### src/rtl/clock_pkg.sv
// Shared types and defaults for the clock sequencing controller.
// Mode encoding matches the 2-bit mode output seen by the display logic.
package clock_pkg;

    localparam int SEC_W  = 6;
    localparam int MIN_W  = 6;
    localparam int HOUR_W = 5;

    localparam int DEF_SEC_MAX  = 59;
    localparam int DEF_MIN_MAX  = 59;
    localparam int DEF_HOUR_MAX = 23;

    typedef enum logic [1:0] {
        MODE_RUN      = 2'd0,
        MODE_SET_HOUR = 2'd1,
        MODE_SET_MIN  = 2'd2,
        MODE_SET_SEC  = 2'd3
    } mode_e;

    function automatic mode_e next_mode(input mode_e cur);
        case (cur)
            MODE_RUN:      next_mode = MODE_SET_HOUR;
            MODE_SET_HOUR: next_mode = MODE_SET_MIN;
            MODE_SET_MIN:  next_mode = MODE_SET_SEC;
            default:       next_mode = MODE_RUN;
        endcase
    endfunction

endpackage

### src/rtl/clock_time_ctrl_rise_edge.sv
// Rising-edge detector for a clk-synchronous level. History resets to 1 so a
// level already high when reset releases is not seen as an edge.
module rise_edge (
    input  logic clk,
    input  logic rst_n,
    input  logic din,
    output logic pulse
);

    logic prev_q;

    always_ff @(posedge clk or negedge rst_n) begin
        if (!rst_n) begin
            prev_q <= 1'b1;
        end else begin
            prev_q <= din;
        end
    end

    assign pulse = din & ~prev_q;

endmodule

### src/rtl/clock_time_ctrl.sv
// Sequencing controller for the sec/min/hour counter chain: run-mode carry/wrap
// pulses on the 1 Hz tick and the button-driven set-mode FSM.
//
// state         | meaning
// MODE_RUN      | tick advances time with carry into minutes and hours
// MODE_SET_HOUR | inc edge steps hours, tick only toggles blink
// MODE_SET_MIN  | inc edge steps minutes, tick only toggles blink
// MODE_SET_SEC  | inc edge steps seconds, tick only toggles blink
module clock_time_ctrl
    import clock_pkg::*;
#(
    parameter int SEC_MAX  = DEF_SEC_MAX,
    parameter int MIN_MAX  = DEF_MIN_MAX,
    parameter int HOUR_MAX = DEF_HOUR_MAX
) (
    input  logic              clk,
    input  logic              rst_n,
    input  logic              tick_1hz,
    input  logic              btn_mode,
    input  logic              btn_inc,
    input  logic [SEC_W-1:0]  sec,
    input  logic [MIN_W-1:0]  minute,
    input  logic [HOUR_W-1:0] hour,
    output logic              count_sec,
    output logic              count_min,
    output logic              count_hour,
    output logic              set_sec,
    output logic              set_min,
    output logic              set_hour,
    output logic              clr_sec,
    output logic              clr_min,
    output logic              clr_hour,
    output logic [1:0]        mode,
    output logic              blink
);

    localparam logic [SEC_W-1:0]  SEC_LIM  = SEC_MAX[SEC_W-1:0];
    localparam logic [MIN_W-1:0]  MIN_LIM  = MIN_MAX[MIN_W-1:0];
    localparam logic [HOUR_W-1:0] HOUR_LIM = HOUR_MAX[HOUR_W-1:0];

    logic  mode_edge;
    logic  inc_edge;
    mode_e mode_q;

    rise_edge u_mode_edge (
        .clk   (clk),
        .rst_n (rst_n),
        .din   (btn_mode),
        .pulse (mode_edge)
    );

    rise_edge u_inc_edge (
        .clk   (clk),
        .rst_n (rst_n),
        .din   (btn_inc),
        .pulse (inc_edge)
    );

    // Out-of-range readback counts as "at max", so the next +1 wraps it to 0.
    logic sec_at_max;
    logic min_at_max;
    logic hour_at_max;

    assign sec_at_max  = (sec >= SEC_LIM);
    assign min_at_max  = (minute >= MIN_LIM);
    assign hour_at_max = (hour >= HOUR_LIM);

    logic inc_ok;
    assign inc_ok = inc_edge & ~mode_edge;

    always_ff @(posedge clk or negedge rst_n) begin
        if (!rst_n) begin
            mode_q     <= MODE_RUN;
            blink      <= 1'b0;
            count_sec  <= 1'b0;
            count_min  <= 1'b0;
            count_hour <= 1'b0;
            set_sec    <= 1'b0;
            set_min    <= 1'b0;
            set_hour   <= 1'b0;
            clr_sec    <= 1'b0;
            clr_min    <= 1'b0;
            clr_hour   <= 1'b0;
        end else begin
            count_sec  <= 1'b0;
            count_min  <= 1'b0;
            count_hour <= 1'b0;
            set_sec    <= 1'b0;
            set_min    <= 1'b0;
            set_hour   <= 1'b0;
            clr_sec    <= 1'b0;
            clr_min    <= 1'b0;
            clr_hour   <= 1'b0;

            if (mode_edge) begin
                mode_q <= next_mode(mode_q);
                blink  <= (next_mode(mode_q) != MODE_RUN);
            end else if (tick_1hz && mode_q != MODE_RUN) begin
                blink <= ~blink;
            end

            case (mode_q)
                MODE_RUN: begin
                    // A tick coinciding with a mode edge still advances time.
                    if (tick_1hz) begin
                        if (!sec_at_max) begin
                            count_sec <= 1'b1;
                        end else begin
                            clr_sec <= 1'b1;
                            if (!min_at_max) begin
                                count_min <= 1'b1;
                            end else begin
                                clr_min <= 1'b1;
                                if (!hour_at_max) count_hour <= 1'b1;
                                else              clr_hour   <= 1'b1;
                            end
                        end
                    end
                end
                MODE_SET_HOUR: begin
                    if (inc_ok) begin
                        if (!hour_at_max) set_hour <= 1'b1;
                        else              clr_hour <= 1'b1;
                    end
                end
                MODE_SET_MIN: begin
                    if (inc_ok) begin
                        if (!min_at_max) set_min <= 1'b1;
                        else             clr_min <= 1'b1;
                    end
                end
                default: begin
                    if (inc_ok) begin
                        if (!sec_at_max) set_sec <= 1'b1;
                        else             clr_sec <= 1'b1;
                    end
                end
            endcase
        end
    end

    assign mode = mode_q;

endmodule

### config.mk
export PLATFORM = sky130hd
export DESIGN_NAME = clock_time_ctrl
export DESIGN_NICKNAME = d
export VERILOG_FILES = /design/src/rtl/clock_pkg.sv /design/src/rtl/clock_time_ctrl_rise_edge.sv /design/src/rtl/clock_time_ctrl.sv
export SDC_FILE = /design/constraint.sdc
export NUM_CORES = 1
export LEC_CHECK = 0
export CELL_PAD_IN_SITES_DETAIL_PLACEMENT = 0
export CELL_PAD_IN_SITES_GLOBAL_PLACEMENT = 2
export CORE_AREA = 3 3 59 61
export DETAILED_ROUTE_END_ITERATION = 7
export DIE_AREA = 0 0 62 64
export HOLD_SLACK_MARGIN = 0.08
export PLACE_DENSITY_LB_ADDON = 0.1
export SLEW_MARGIN = 20
export SYNTH_ARGS = -nofsm -noshare
export SYNTH_HDL_FRONTEND = slang
export SYNTH_SLANG_ARGS = --single-unit
### constraint.sdc
create_clock -name clk -period 1.8 [get_ports clk]
set_input_delay 0.36 -clock clk [delete_from_list [all_inputs] [get_ports clk]]
set_output_delay 0.36 -clock clk [all_outputs]
set_load 0.02 [all_outputs]
# Word-level counts from Yosys, hierarchy flattened
# Index checks and enable logic that the tools add are counted.
word_totals:
  latch_bits: 0
  mem_bits_ro: 0
  reg_bits: 14
  ramBits: 0
  word_cells: 69
  mem_count: 0
  inputBits: 22
op_classes:
  n_shift: 0
  n_reduce_logical: 7
  mux: 37
  n_eq_ne: 2
  bitwise: 7
  add_sub_neg: 0
  n_div: 0
  magnitude_cmp: 3
  multipliers: 0
ops:
  columns: ["cell", "count"]
  rows:
  - ["1-bit two-way mux", 32]
  - ["6-bit >= comparator (second input constant)", 2]
  - ["1-bit one-hot mux with 2 select lines", 3]
  - ["2-bit one-hot mux with 3 select lines", 1]
  - ["2-bit nonzero test", 3]
  - ["5-bit >= comparator (second input constant)", 1]
  - ["1-bit NOT", 4]
  - ["1-bit AND", 3]
  - ["3-bit OR reduction", 1]
  - ["2-bit by 1-bit equality test with 1-bit output (second input constant)", 1]
  - ["2-bit equality test (second input constant)", 1]
  - ["2-bit logical NOT", 1]
  - ["2-bit two-way mux", 1]
  - ["2-bit OR reduction", 1]
  - ["1-bit logical AND", 1]

# Logic depth before layout (Yosys ltp)
# Gate-level depths: netlist of the first run.
depth:
  depth_word: 6
  mapped_depth: 5
  depth_no_buf: 5

# By module
# Synthesis of the first run repeated with hierarchy kept, for this count alone.
hier_totals:
  cells_unflattened: 57
  area_unflattened_um2: 668.1
by_module_without_submodules:
  columns: ["module", "n_inst", "area_per_inst_um2", "cells_each"]
  rows:
  - ["clock_time_ctrl", 1, 588.1, 53]
  - ["rise_edge", 2, 40.0, 2]

# Worst setup path after synthesis of the first run
# No wires, ideal clock.
synth_path:
  path_kind: "register -> register"
  startpoint: "register mode_q[0] (netlist: mode[0])"
  endpoint: "register clr_hour"
  arrival_time_ps: 1397
  path_stages_with_launch: 6
  t_required_ps: 1713
  setup_ps: 87
  path_slack_ps: 317
  synth_period_minus_slack_ps: 1483
  n_path_buf: 0
  path_cell_list: "dfrtp_1 > inv_1 > ha_1 > nand2_2 > or3_4 > a211oi_2"
synth_between:
  elab_chain_cells: 2
synth_rtl:
  columns: ["item", "line_no", "text"]
  rows:
  - ["from (decl)", "clock_time_ctrl.sv:43", "mode_e mode_q;"]
  - ["from (signal assigned)", "clock_time_ctrl.sv:96", "mode_q <= next_mode(mode_q);"]
  - ["2-bit by 1-bit equality test with 1-bit output or 2-bit logical NOT (tied branches)", "clock_time_ctrl.sv:102", "case (mode_q)"]
  - ["1-bit one-hot mux with 2 select lines *", "clock_time_ctrl.sv:102", null]
  - ["to (signal assigned)", "clock_time_ctrl.sv:93", "clr_hour <= 1'b0;"]
  - ["to (signal assigned)", "clock_time_ctrl.sv:115", "else clr_hour <= 1'b1;"]
  - ["to (signal assigned)", "clock_time_ctrl.sv:123", "else clr_hour <= 1'b1;"]
  - ["to (decl)", "clock_time_ctrl.sv:32", "output logic clr_hour,"]
# Mark *: on every way between the ends. The rest lies on a longest branch, timed or not.
# A chain may end at the register's enable or synchronous reset.

# Worst setup path after layout of the first run
layout_path:
  startpoint: "register mode_q[1] (netlist: mode[1])"
  endpoint: "output port mode[1]"
layout_rtl:
  columns: ["item", "line_no", "text"]
  rows:
  - ["to (decl)", "clock_time_ctrl.sv:33", "output logic [1:0] mode,"]
# No word-level cell between the ends.

==> impl_metrics.ini, run 1 <==
[worst_hold_path]
hp-class = in2async

[placed_design]
portBuffers = 33
dpl.hpwl_um = 1280
place_area_sq_um = 1050
gp_congestion = 0.687

[setup_path]
start_kind = flip-flop
crit_path_top_delay_cell = clkdlybuf4s50_1
arrival_ns = 1.36
critPathMaxFanout = 6
critical_path.reg2reg.startpoint = mode[0]
critPathBufInv = 1
r2r_end = clr_hour
ff2ff_path_depth = 5
r2r_slack_ns = 0.26
crit_cells = 1
crit_chain = clkdlybuf4s50_1
critPathRequiredTime_ns = 1.44
end_kind = output pin
critPathMaxStageDelay_ns = 0.64
crit_type = reg2out
crit_family = buffers and inverters

[final_layout]
final_layout_size_suffix_gt1_frac = 0.163
n_antenna_cell = 0
final_util = 0.357
area_growth_syn_to_layout_pct = 64.4
final_area_sq_um = 1080
num-nets-final = 120

[global_route]
grt_max_degree = 15
grt_antenna_before_repair = 0
grt_pass1_vias = 585
track_usage = 0.0869
grt_pass1_wl_um = 2530
grt-ovfl-total = 0

[run_status]
run_status = complete, no violations

[floorplanning]
die_area_sq_um = 3970
core-area_sq_um = 3030
start_util = 0.217
die_x_um = 62
rows = 20
fp.dieH_um = 64
ios = 34

[power_and_ir_drop]
power_density_nw_per_um2 = 951
leakage_uw = 0.000458
vdd_drop_max_mv = 0.286
total_power_uw = 1030

[sta]
finalClockSkew_ns = 0.00463
finalCriticalPeriod_ns = 1.72
slew-limit-headroom = 0.756
tightest_slew_ns = 0.366
slew_violations = 0
max_freq_mhz = 581
whs_ns = 0.388
tns_ns = 0
post-route-period-util = 0.956
rsz0062_at_grt = false
hold_violations = 0
final-setup-viol-count = 0

[synthesis]
synth_warnings = 0
synthTopCellsByArea = dfrtp_1, ha_1, dfstp_2, a21oi_1, and2b_2
synthCells = 55
synth_ff_type = dfrtp_1
syn_area_per_cell_sq_um = 12.0
synth_top_area_cell = dfrtp_1
synth.distinct_cells = 29
yosysMostFrequentCell = dfrtp_1
async_flop_share = 1.00
ys_top_cells_by_count = dfrtp_1, a21oi_1, ha_1, nand3_1
synth_seq_cells = 14
synth_nets = 82
synth_edf_count = 0
synth.top_cell.area_share = 0.456
synth_area_sq_um = 658
ys_seq_area_frac = 0.536

[detailed_routing]
drtAntennaViolNets = 0
drtIter0Drc = 10
dr_total_vias = 564
remaining_drc_errors = 0
drt-total-wl_um = 1570
viasPerCell = 4.15
first_pass_iters = 4
wl_per_cell_um = 11.6

[clock_tree]
clk_pin_slew_ns = 0.09
ctsHtreeMaxLevel = 1
clk_latency_ns = 0.28
cts_root_buf = clkbuf_4
cts_buffer_depth = 2
cts_tree = done
hold_buffers = 0
numCtsBuffers = 3
ctsResizeCount = 0
post_cts_buffers = 0
cts_sinks = 14

[run]
maxCapViolations = 0
per-layer routing:
| layer | share of wire | wire length [um] | up-vias | GRT usage |
|---|---|---|---|---|
| met1 | 0.42 | 661 | 271 | 0.0986 |
| met2 | 0.47 | 744 | 24 | 0.136 |
| met4 | 0.011 | 18 | 0 | 0.0477 |
| li1 | - | - | 267 | - |
| met5 | 0 | 0 | - | 0 |
| met3 | 0.095 | 149 | 2 | 0.0323 |
layout make-up:
class	count	area, sq um
Fill cell	321	1950
Sequential cell	14	353
Timing Repair Buffer	34	338
Multi-Input combinational cell	38	293
Tap cell	44	55.1
Clock buffer	4	36.3
Inverter	2	7.51
how the worst max path moves through the flow:
stage	from	end	slack [ns]
2_1_floorplan	mode[0]	clr_hour	0.32
3_3_place_gp	btn_inc	clr_hour	0.18
3_5_place_dp	btn_inc	clr_hour	0.15
4_1_cts	mode[0]	mode[0]	0.05
5_1_grt	mode[0]	mode[0]	0.02
6_report	mode[1]	mode[1]	0.08
metrics by stage:
stage / std cells / setup slack [ns]
5_1_grt: 136 / 0.0193
2_1_floorplan: 55 / 0.317
3_3_place_gp: 132 / 0.182
6_report: 136 / 0.0795
3_5_place_dp: 132 / 0.146
4_1_cts: 136 / 0.0476
cells in the final DEF (no fill, tap or decap):
cell type / Yosys / layout
and4_1: 1 / 1
nand3b_1: 1 / 1
nand2_2: 1 / 1
mux2_2: 1 / 1
ha_1: 5 / 5
nand2b_1: 1 / 1
xnor2_1: 1 / 1
clkdlybuf4s50_1: 0 / 33
a21oi_1: 5 / 5
a211oi_2: 1 / 1
and2b_2: 2 / 2
nor3_1: 1 / 1
nor2_1: 2 / 2
a32oi_1: 1 / 1
clkbuf_8: 0 / 1
a31oi_1: 1 / 1
nand2_1: 1 / 1
or2_2: 1 / 1
a211oi_1: 1 / 1
or3b_1: 1 / 1
and3_1: 1 / 1
or3_4: 1 / 1
nor2b_1: 2 / 2
nor3_2: 1 / 1
dfstp_2: 2 / 2
inv_1: 2 / 2
dfrtp_1: 12 / 12
clkbuf_4: 0 / 3
buf_4: 0 / 1
nand3_1: 3 / 3
a21o_1: 1 / 1
mux2i_1: 1 / 1
logic make-up after synthesis:
| logic type | Yosys count | synth area share |
|---|---|---|
| AND/OR/NAND/NOR | 20 | 0.202 |
| flip-flops | 14 | 0.536 |
| AO/OA/AOI/OAI | 10 | 0.103 |
| adder cells (fa/ha/maj) | 5 | 0.0951 |
| buffers and inverters | 3 | 0.0190 |
| multiplexers | 2 | 0.0323 |
| XOR/XNOR | 1 | 0.0133 |
flip-flops by register name, indices dropped and copies added (netlist names):
| register | flops |
|---|---|
| set_min | 1 |
| set_hour | 1 |
| clr_hour | 1 |
| blink | 1 |
| mode | 2 |
| count_sec | 1 |
| set_sec | 1 |
| u_mode_edge.prev_q | 1 |
| clr_min | 1 |
| clr_sec | 1 |
| count_min | 1 |
| u_inc_edge.prev_q | 1 |
| count_hour | 1 |
where the power goes:
group          leakage [uW]  switching (uW)  internal (uW)
clock network     0.0000210             103            123
logic              0.000257             188            209
registers          0.000180            44.3            362
total              0.000458             335            694
worst reg2reg max path: cells and delay by family (launching register included):
kind / cells / cell delay (ns)
simple gates: 2 / 0.46
flops: 1 / 0.44
fa+ha+maj: 1 / 0.25
compound gates: 1 / 0.18
buf+inv: 1 / 0.12
(Power assumes the default switching activity.)
==> run 2: changes to the inputs <==
- CORE_AREA: 3 3 59 61 -> 2 2 56 58
- CTS_BUF_LIST: default -> sky130_fd_sc_hd__clkbuf_8
- DIE_AREA: 0 0 62 64 -> 0 0 58 60
==> impl_metrics.ini, run 2 (same netlist as run 1, synthesis figures left out) <==
[clock_tree]
cts_root_buf = clkbuf_8
cts_buffer_depth = 2
clk_latency_ns = 0.24
post_cts_buffers = 0
cts_sinks = 14
ctsHtreeMaxLevel = 1
ctsResizeCount = 0
hold_buffers = 0
numCtsBuffers = 3
cts_tree = done
clk_pin_slew_ns = 0.06

[power_and_ir_drop]
power_density_nw_per_um2 = 981
vdd_drop_max_mv = 0.440
leakage_uw = 0.000458
total_power_uw = 1050

[sta]
tns_ns = 0
hold_violations = 0
setup_slack_ns = 0.116
tightest_slew_ns = 0.370
post-route-period-util = 0.935
slew-limit-headroom = 0.753
max_freq_mhz = 594
finalCriticalPeriod_ns = 1.68
rsz0062_at_grt = false
finalClockSkew_ns = 0.00387
final-setup-viol-count = 0
slew_violations = 0

[setup_path]
start_kind = flip-flop
crit_path_top_delay_cell = clkdlybuf4s50_1
end_kind = output pin
r2r_end = clr_hour
ff2ff_path_depth = 5
crit_chain = clkdlybuf4s50_1
crit_end = mode[1]
critical_path.reg2reg.startpoint = mode[0]
crit_family = buffers and inverters
crit_start = mode[1]
critPathMaxStageDelay_ns = 0.64
critPathRequiredTime_ns = 1.44
critPathMaxFanout = 6
critPathBufInv = 1
crit_type = reg2out
arrival_ns = 1.32
crit_cells = 1
r2r_slack_ns = 0.24

[floorplanning]
rows = 20
start_util = 0.227
fp.dieH_um = 60
die_x_um = 58
core-area_sq_um = 2900
die_area_sq_um = 3480
ios = 34

[detailed_routing]
wl_per_cell_um = 11.5
dr_total_vias = 548
drt-total-wl_um = 1430
drtAntennaViolNets = 0
viasPerCell = 4.42
drtIter0Drc = 0
first_pass_iters = 1
remaining_drc_errors = 0

[placed_design]
place_inst = 121
portBuffers = 33
gp_congestion = 0.679
dpl.hpwl_um = 1150
pre_cts_ws_ns = 0.139

[final_layout]
layout_common_cells = clkdlybuf4s50_1, dfrtp_1, a21oi_1, ha_1
area_growth_syn_to_layout_pct = 63.1
final_layout_size_suffix_gt1_frac = 0.154
fill_cells = 302
final_cell_count_no_fill = 124
n_antenna_cell = 0
num-nets-final = 120
largest_register_ffs = 2
final_common_cell = clkdlybuf4s50_1

[run]
maxCapViolations = 0

[global_route]
grt-ovfl-total = 0
grt_max_degree = 15
track_usage = 0.0926
grt_pass1_wl_um = 2330
grt_pass1_vias = 517
grt_antenna_before_repair = 0

[worst_hold_path]
hp-class = in2async

[run_status]
run_status = complete, no violations
-- run 2: how the worst min path moves through the flow --
stage	slack, ns	from	to	cells after the start
after floorplan	0.06	rst_n	blink	0
after global placement	0.58	blink	blink	2
after detailed placement	0.59	blink	blink	2
after CTS	0.43	rst_n	set_sec	2
after global routing	0.44	rst_n	set_sec	2
final	0.43	rst_n	set_sec	2
-- run 2: metal layers --
metal | wire [um] | vias up | global-route usage
met5 | 0 | - | 0
met4 | 27 | 0 | 0.0498
met3 | 80 | 2 | 0.0390
met2 | 732 | 19 | 0.154
met1 | 589 | 261 | 0.0999
li1 | - | 266 | -
-- run 2: report_power, final --
part	internal, uW	switching [uW]
sequential	363	44.4
combinational	209	188
clock	148	101
-- run 2: cell type report --
class / instances / area (sq um) / area share
multi-input cells: 38 / 293 / 0.273
repair buffers: 34 / 338 / 0.315
clock buffers: 3 / 41.3 / 0.0385
flip-flops and latches: 14 / 353 / 0.329
inverters: 2 / 7.51 / 0.00699
well taps: 33 / 41.3 / 0.0385
-- run 2: stage by stage --
stage / area (sq um) / utilization / hold WS (ns)
2_1_floorplan: 658 / - / 0.0644
3_3_place_gp: 1030 / 0.356 / 0.583
3_5_place_dp: 1030 / 0.356 / 0.585
4_1_cts: 1070 / 0.370 / 0.434
5_1_grt: 1070 / 0.370 / 0.437
6_report: 1070 / 0.370 / 0.430
